## src/rtl/mm_responder.sv

```systemverilog
// Main-memory responder for the data cache's miss/write-back port: accepts one
// read or write, completes it after LATENCY edges and pulses ready for one cycle.
module mm_responder #(
  parameter int DM_DATA_W_m1 = 7,
  parameter int DM_ADDR_W_m1 = 7,
  parameter int LATENCY      = 3
) (
  input  logic                    clk,
  input  logic                    rst_n,
  input  logic                    mm_read,
  input  logic                    mm_write,
  input  logic [DM_ADDR_W_m1:0]   addr,
  input  logic [DM_DATA_W_m1:0]   wdata,
  output logic [DM_DATA_W_m1:0]   rdata,
  output logic                    ready,
  output logic                    busy
);

  localparam int          DEPTH    = 2 ** (DM_ADDR_W_m1 + 1);
  localparam logic [3:0]  CNT_LOAD = 4'(LATENCY - 1);

  typedef enum logic [1:0] {
    IDLE = 2'd0,
    BUSY = 2'd1,
    DONE = 2'd2
  } state_e;

  state_e                 state_q, state_d;
  logic [3:0]             cnt_q, cnt_d;
  logic                   op_wr_q, op_wr_d;
  logic [DM_ADDR_W_m1:0]  addr_q, addr_d;
  logic [DM_DATA_W_m1:0]  wdata_q, wdata_d;
  logic [DM_DATA_W_m1:0]  rdata_q, rdata_d;
  logic [DM_DATA_W_m1:0]  mem_q [DEPTH];
  logic                   commit_s;

  // The array access happens on the BUSY->DONE edge, so DONE already sees the result.
  assign commit_s = (state_q == BUSY) && (cnt_q == 4'd0);

  // Next-state and datapath register updates.
  always_comb begin
    state_d = state_q;
    cnt_d   = cnt_q;
    op_wr_d = op_wr_q;
    addr_d  = addr_q;
    wdata_d = wdata_q;
    rdata_d = rdata_q;
    case (state_q)
      IDLE: begin
        if (mm_write || mm_read) begin
          state_d = BUSY;
          op_wr_d = mm_write;
          addr_d  = addr;
          wdata_d = wdata;
          cnt_d   = CNT_LOAD;
        end else begin
          state_d = IDLE;
        end
      end
      BUSY: begin
        if (cnt_q != 4'd0) begin
          cnt_d = cnt_q - 4'd1;
        end else begin
          state_d = DONE;
          if (!op_wr_q) begin
            rdata_d = mem_q[addr_q];
          end else begin
            rdata_d = rdata_q;
          end
        end
      end
      DONE:    state_d = IDLE;
      default: state_d = IDLE;
    endcase
  end

  // Control and latched-request registers.
  always_ff @(posedge clk or negedge rst_n) begin
    if (!rst_n) begin
      state_q <= IDLE;
      cnt_q   <= 4'd0;
      op_wr_q <= 1'b0;
      addr_q  <= '0;
      wdata_q <= '0;
      rdata_q <= '0;
    end else begin
      state_q <= state_d;
      cnt_q   <= cnt_d;
      op_wr_q <= op_wr_d;
      addr_q  <= addr_d;
      wdata_q <= wdata_d;
      rdata_q <= rdata_d;
    end
  end

  // Storage array; contents deliberately survive reset.
  always_ff @(posedge clk) begin
    if (commit_s && op_wr_q) begin
      mem_q[addr_q] <= wdata_q;
    end
  end

  assign rdata = rdata_q;
  assign ready = (state_q == DONE);
  assign busy  = (state_q != IDLE);

endmodule
```

## config.mk

```make
export PLATFORM = sky130hd
export DESIGN_NAME = mm_responder
export DESIGN_NICKNAME = d
export VERILOG_FILES = /design/src/rtl/mm_responder.sv
export SDC_FILE = /design/constraint.sdc
export NUM_CORES = 2
export LEC_CHECK = 0
export BUFFER_PORTS_ARGS = -buffer_cell sky130_fd_sc_hd__buf_4
export CAP_MARGIN = 20
export CELL_PAD_IN_SITES_DETAIL_PLACEMENT = 0
export CELL_PAD_IN_SITES_GLOBAL_PLACEMENT = 2
export CORE_UTILIZATION = 51
export CTS_CLUSTER_DIAMETER = 50
export DETAILED_ROUTE_END_ITERATION = 8
export GPL_ROUTABILITY_DRIVEN = 0
export PLACE_DENSITY_LB_ADDON = 0.2
export SYNTH_ARGS = -nofsm -noshare
export SYNTH_HDL_FRONTEND = slang
export SYNTH_SLANG_ARGS = --single-unit
```

## constraint.sdc

```tcl
create_clock -name clk -period 5.2 [get_ports clk]
set_input_delay 0.52 -clock clk [delete_from_list [all_inputs] [get_ports clk]]
set_output_delay 0.52 -clock clk [all_outputs]
set_load 0.1 [all_outputs]
```

==> run_results.csv <==
group,metric,value,unit
outcome,status,"completed",
synth,ys_seq_area_share,77.1,%
clocking,clock_sinks,2079,
floorplanning,row_count,145,
synth,postSynthCellCount,3896,
sta,setup_viol,0,
clocking,cts.clk_slew.worst_paths,0.06,ns
setup_path,worstSetupPathType,"flop to flop",
clocking,cts_buffer_depth,3,
global_route,grt_pass1_vias,39800,
floorplanning,dieArea,160000,sq um
setup_path,cp_top_family,"simple AND/OR/NAND/NOR gates",
detailed_routing,routedWlPerCell,34.2,um
run,maxCapViolations,0,
layout,layout-drive-gt1-share,22.4,%
sta,rsz0062_at_grt,"false",
synth,synth_enable_flop_cells,2048,
layout,area_growth,12.1,%
min_path,hold_start,"addr[0]",
detailed_routing,drc_errors,0,
synth,syn_area_per_cell,20.7,sq um
global_route,grt_max_degree,192,
synth,async_flop_share,1.49,%
sta,setup-tns-final,0,ns
layout,fillCellCount,11500,
floorplanning,die_w,400,um
detailed_routing,wirelength,214,mm
synth,ys_warn_count,0,
setup_path,path_cells,"buf_4 -> nand2_1 -> o22ai_1 -> nor4_1 -> o22ai_1 -> nor3_1 -> o32a_1",
place,port_buffers,29,
global_route,track_usage,27.3,%
setup_path,r2r-start,"addr_q[1]$_DFFE_PN0P_",
floorplanning,core_area,157000,sq um
power,ir_drop,849,uV
sta,worst_pin_slew,1.32,ns
synth,ys_ff_latch,2079,
sta,post-route-period-util,80.8,%
setup_path,startpoint_type,"flop",
synth,synth.distinct_cells,61,
clocking,cts_tree,"yes",
setup_path,cp_max_fo,23,
power,leakage,0.0282,uW
setup_path,setup.worst_path.end_class,"flop",
detailed_routing,via_count,40100,
synth,synth_top_flop_cell,"edfxtp_1",
setup_path,arrival,4.97,ns
sta,hold_viol_final,0,
clocking,cts-root-buf,"clkbuf_16",
clocking,worstSkewPairLatency,0.86,ns
synth,postSynthNetCount,3917,
sta,slew_headroom,12.3,%
floorplanning,boundaryPins,30,
clocking,cts_resized,0,
min_path,worstHoldPathType,"input port to flop",
layout,final_area,90600,sq um
layout,diodes,0,
setup_path,slowest_delay,0.92,ns
detailed_routing,drtIter0Drc,4453,
setup_path,cp.required,5.97,ns
sta,fin_crit,4.20,ns
global_route,grt_pass1_wl,304,mm
layout,finalNetCount,4052,
power,power.density,571,nW/um^2
setup_path,cp-startpoint,"addr_q[1]$_DFFE_PN0P_",
setup_path,crit_buf_inv,1,
place,dpl.hpwl,128,mm
global_route,grt.overflow.total,0,
synth,synth_area,80800,sq um
clocking,h-tree-depth,4,
place,place_area,83500,sq um
setup_path,cpMostUsedCell,"o22ai_1",
detailed_routing,dr.pass1.iters,5,
clocking,cts_made_buffers,211,
detailed_routing,final_antenna_net_count,0,
floorplanning,die_y,400,um
global_route,antenna_found_initial,2,
floorplanning,start_util,51.5,%
sta,clock.fmax,238,MHz
sta,maxSlewViolCount,0,
detailed_routing,avgViaCountPerCell,6.40,
setup_path,critical-path-slowest-cell,"nor4_1",
sta,final.setup_skew,0.0353,ns
[path summary, 6_finish.rpt]
path | end | slack, ns | cells after the start
hold / removal | addr_q[0]$_DFFE_PN0P_ | 0.05 | 3
setup / recovery | rdata[1]$_DFFE_PN0P_ | 1.0 | 7
hold reg to reg | cnt_q[0]$_DFFE_PN0P_ | 0.54 | 1
max in group asynchronous | addr_q[2]$_DFFE_PN0P_ | 4.62 | 2
min in group asynchronous | wdata_q[1]$_DFFE_PN0P_ | 0.18 | 2
setup reg to reg | rdata[1]$_DFFE_PN0P_ | 1.0 | 7
[synthesized netlist by cell type, types with 3 or more instances]
cell type / count / share of area, %
buf_4: 43 / 0.40
nand3b_1: 4 / 0.037
nor2_1: 304 / 1.4
a211oi_1: 26 / 0.24
mux4_2: 463 / 13
o21ai_0: 31 / 0.19
and4b_1: 3 / 0.037
nand2b_1: 11 / 0.085
o2111ai_1: 3 / 0.033
nand2_1: 157 / 0.73
o21ai_1: 3 / 0.019
a22o_1: 7 / 0.076
o211ai_1: 11 / 0.10
dfrtp_1: 31 / 0.96
o22a_1: 10 / 0.11
o31ai_1: 4 / 0.037
a32oi_1: 13 / 0.14
o41ai_1: 5 / 0.054
and2_1: 5 / 0.039
edfxtp_1: 2048 / 76
a22oi_1: 55 / 0.51
o221ai_1: 14 / 0.15
a21oi_1: 36 / 0.22
a31oi_1: 6 / 0.046
nor4_1: 12 / 0.093
inv_1: 8 / 0.037
and3_1: 4 / 0.031
nor2b_1: 21 / 0.16
nand3_1: 42 / 0.26
mux2i_1: 184 / 2.3
nor3_1: 24 / 0.15
buf_6: 19 / 0.26
nand4bb_1: 3 / 0.042
clkbuf_1: 88 / 0.41
a311oi_1: 4 / 0.043
or3_1: 4 / 0.031
a221oi_1: 7 / 0.076
or3b_2: 3 / 0.033
buf_2: 74 / 0.46
mux2_2: 10 / 0.14
o22ai_1: 50 / 0.39
nand4_1: 11 / 0.085
buf_1: 9 / 0.042
nand4b_1: 3 / 0.033
[per-stage QoR]
step	hold slack, ns	instances	utilization (%)	setup WS (ns)	total power (uW)
6_report	0.0471	6263	57.8	0.997	51700
5_1_grt	0.0306	6263	57.8	0.970	53200
4_1_cts	0.0128	6263	57.8	1.21	51900
3_5_place_dp	0.502	5857	53.3	1.24	37000
3_3_place_gp	0.504	5853	53.2	1.23	36900
2_1_floorplan	0.224	3896	-	1.21	31300
[worst min-delay path, stage by stage]
cell	delay, ns
buf_4	0.07
nand2_1	0.11
o21ai_0	0.12
[power by group]
part | internal, uW | total, uW | switching, uW | leakage (uW)
combinational | 5000 | 14800 | 9800 | 0.00596
sequential | 20900 | 21800 | 894 | 0.0189
clock | 8660 | 15100 | 6410 | 0.00335
total | 34600 | 51700 | 17100 | 0.0282
[per-layer routing]
layer  vias to the layer above  track usage, %  wire, um
met4                         0            7.59      5790
li1                      16400               -         -
met1                     21500            40.2     89500
met3                       282            5.27     17700
met2                      1898            42.0    101000
met5                         -               0         0
[area by class of cell]
class | instances | area (sq um) | share of cell area (%)
sequential | 2079 | 62300 | 68.8
multi-input combinational | 1575 | 17300 | 19.1
inverter | 9 | 36.3 | 0.0401
tap | 2058 | 2570 | 2.84
clock buffer | 251 | 5500 | 6.08
timing repair buffer | 155 | 1500 | 1.66
clock inverter | 136 | 1380 | 1.52
[sequential cells by signal (all words and copies together), names as in the netlist]
| register | count |
|---|---|
| mem_q | 2048 |
| op_wr_q | 1 |
| addr_q | 8 |
| rdata | 8 |
| wdata_q | 8 |
| cnt_q | 4 |
| state_q | 2 |
[layout by cell type (no fill, tap or decap), drive strengths merged, types with 10 or more instances in the layout]
cell / count
nor2b: 21
clkbuf: 251
inv: 23
o211ai: 11
nor3: 24
mux2: 10
bufinv: 22
dlygate4sd3: 19
nand4: 11
a211oi: 26
dfrtp: 31
o221ai: 14
o22a: 10
nand2: 157
o22ai: 50
nor2: 304
clkinv: 94
nand2b: 11
mux2i: 184
a21oi: 36
a22oi: 55
edfxtp: 2048
o21ai: 34
a32oi: 13
buf: 136
nand3: 42
nor4: 12
mux4: 463
[what timing repair did]
item / in CTS / in global routing
setup buffers: 0 / 0
hold buffers: 19 / 0
hold endpoints to repair: 46 / 0
endpoints found under the setup margin: 0 / 0
[logic make-up after synthesis]
family / synth area share [%]
simple gates: 3.34
flops: 77.1
compound gates: 2.58
buf+inv: 1.62
fa+ha+maj: 0.0155
xor+xnor: 0.0217
mux: 15.3
No activity file was read; power rests on OpenSTA's default activity.
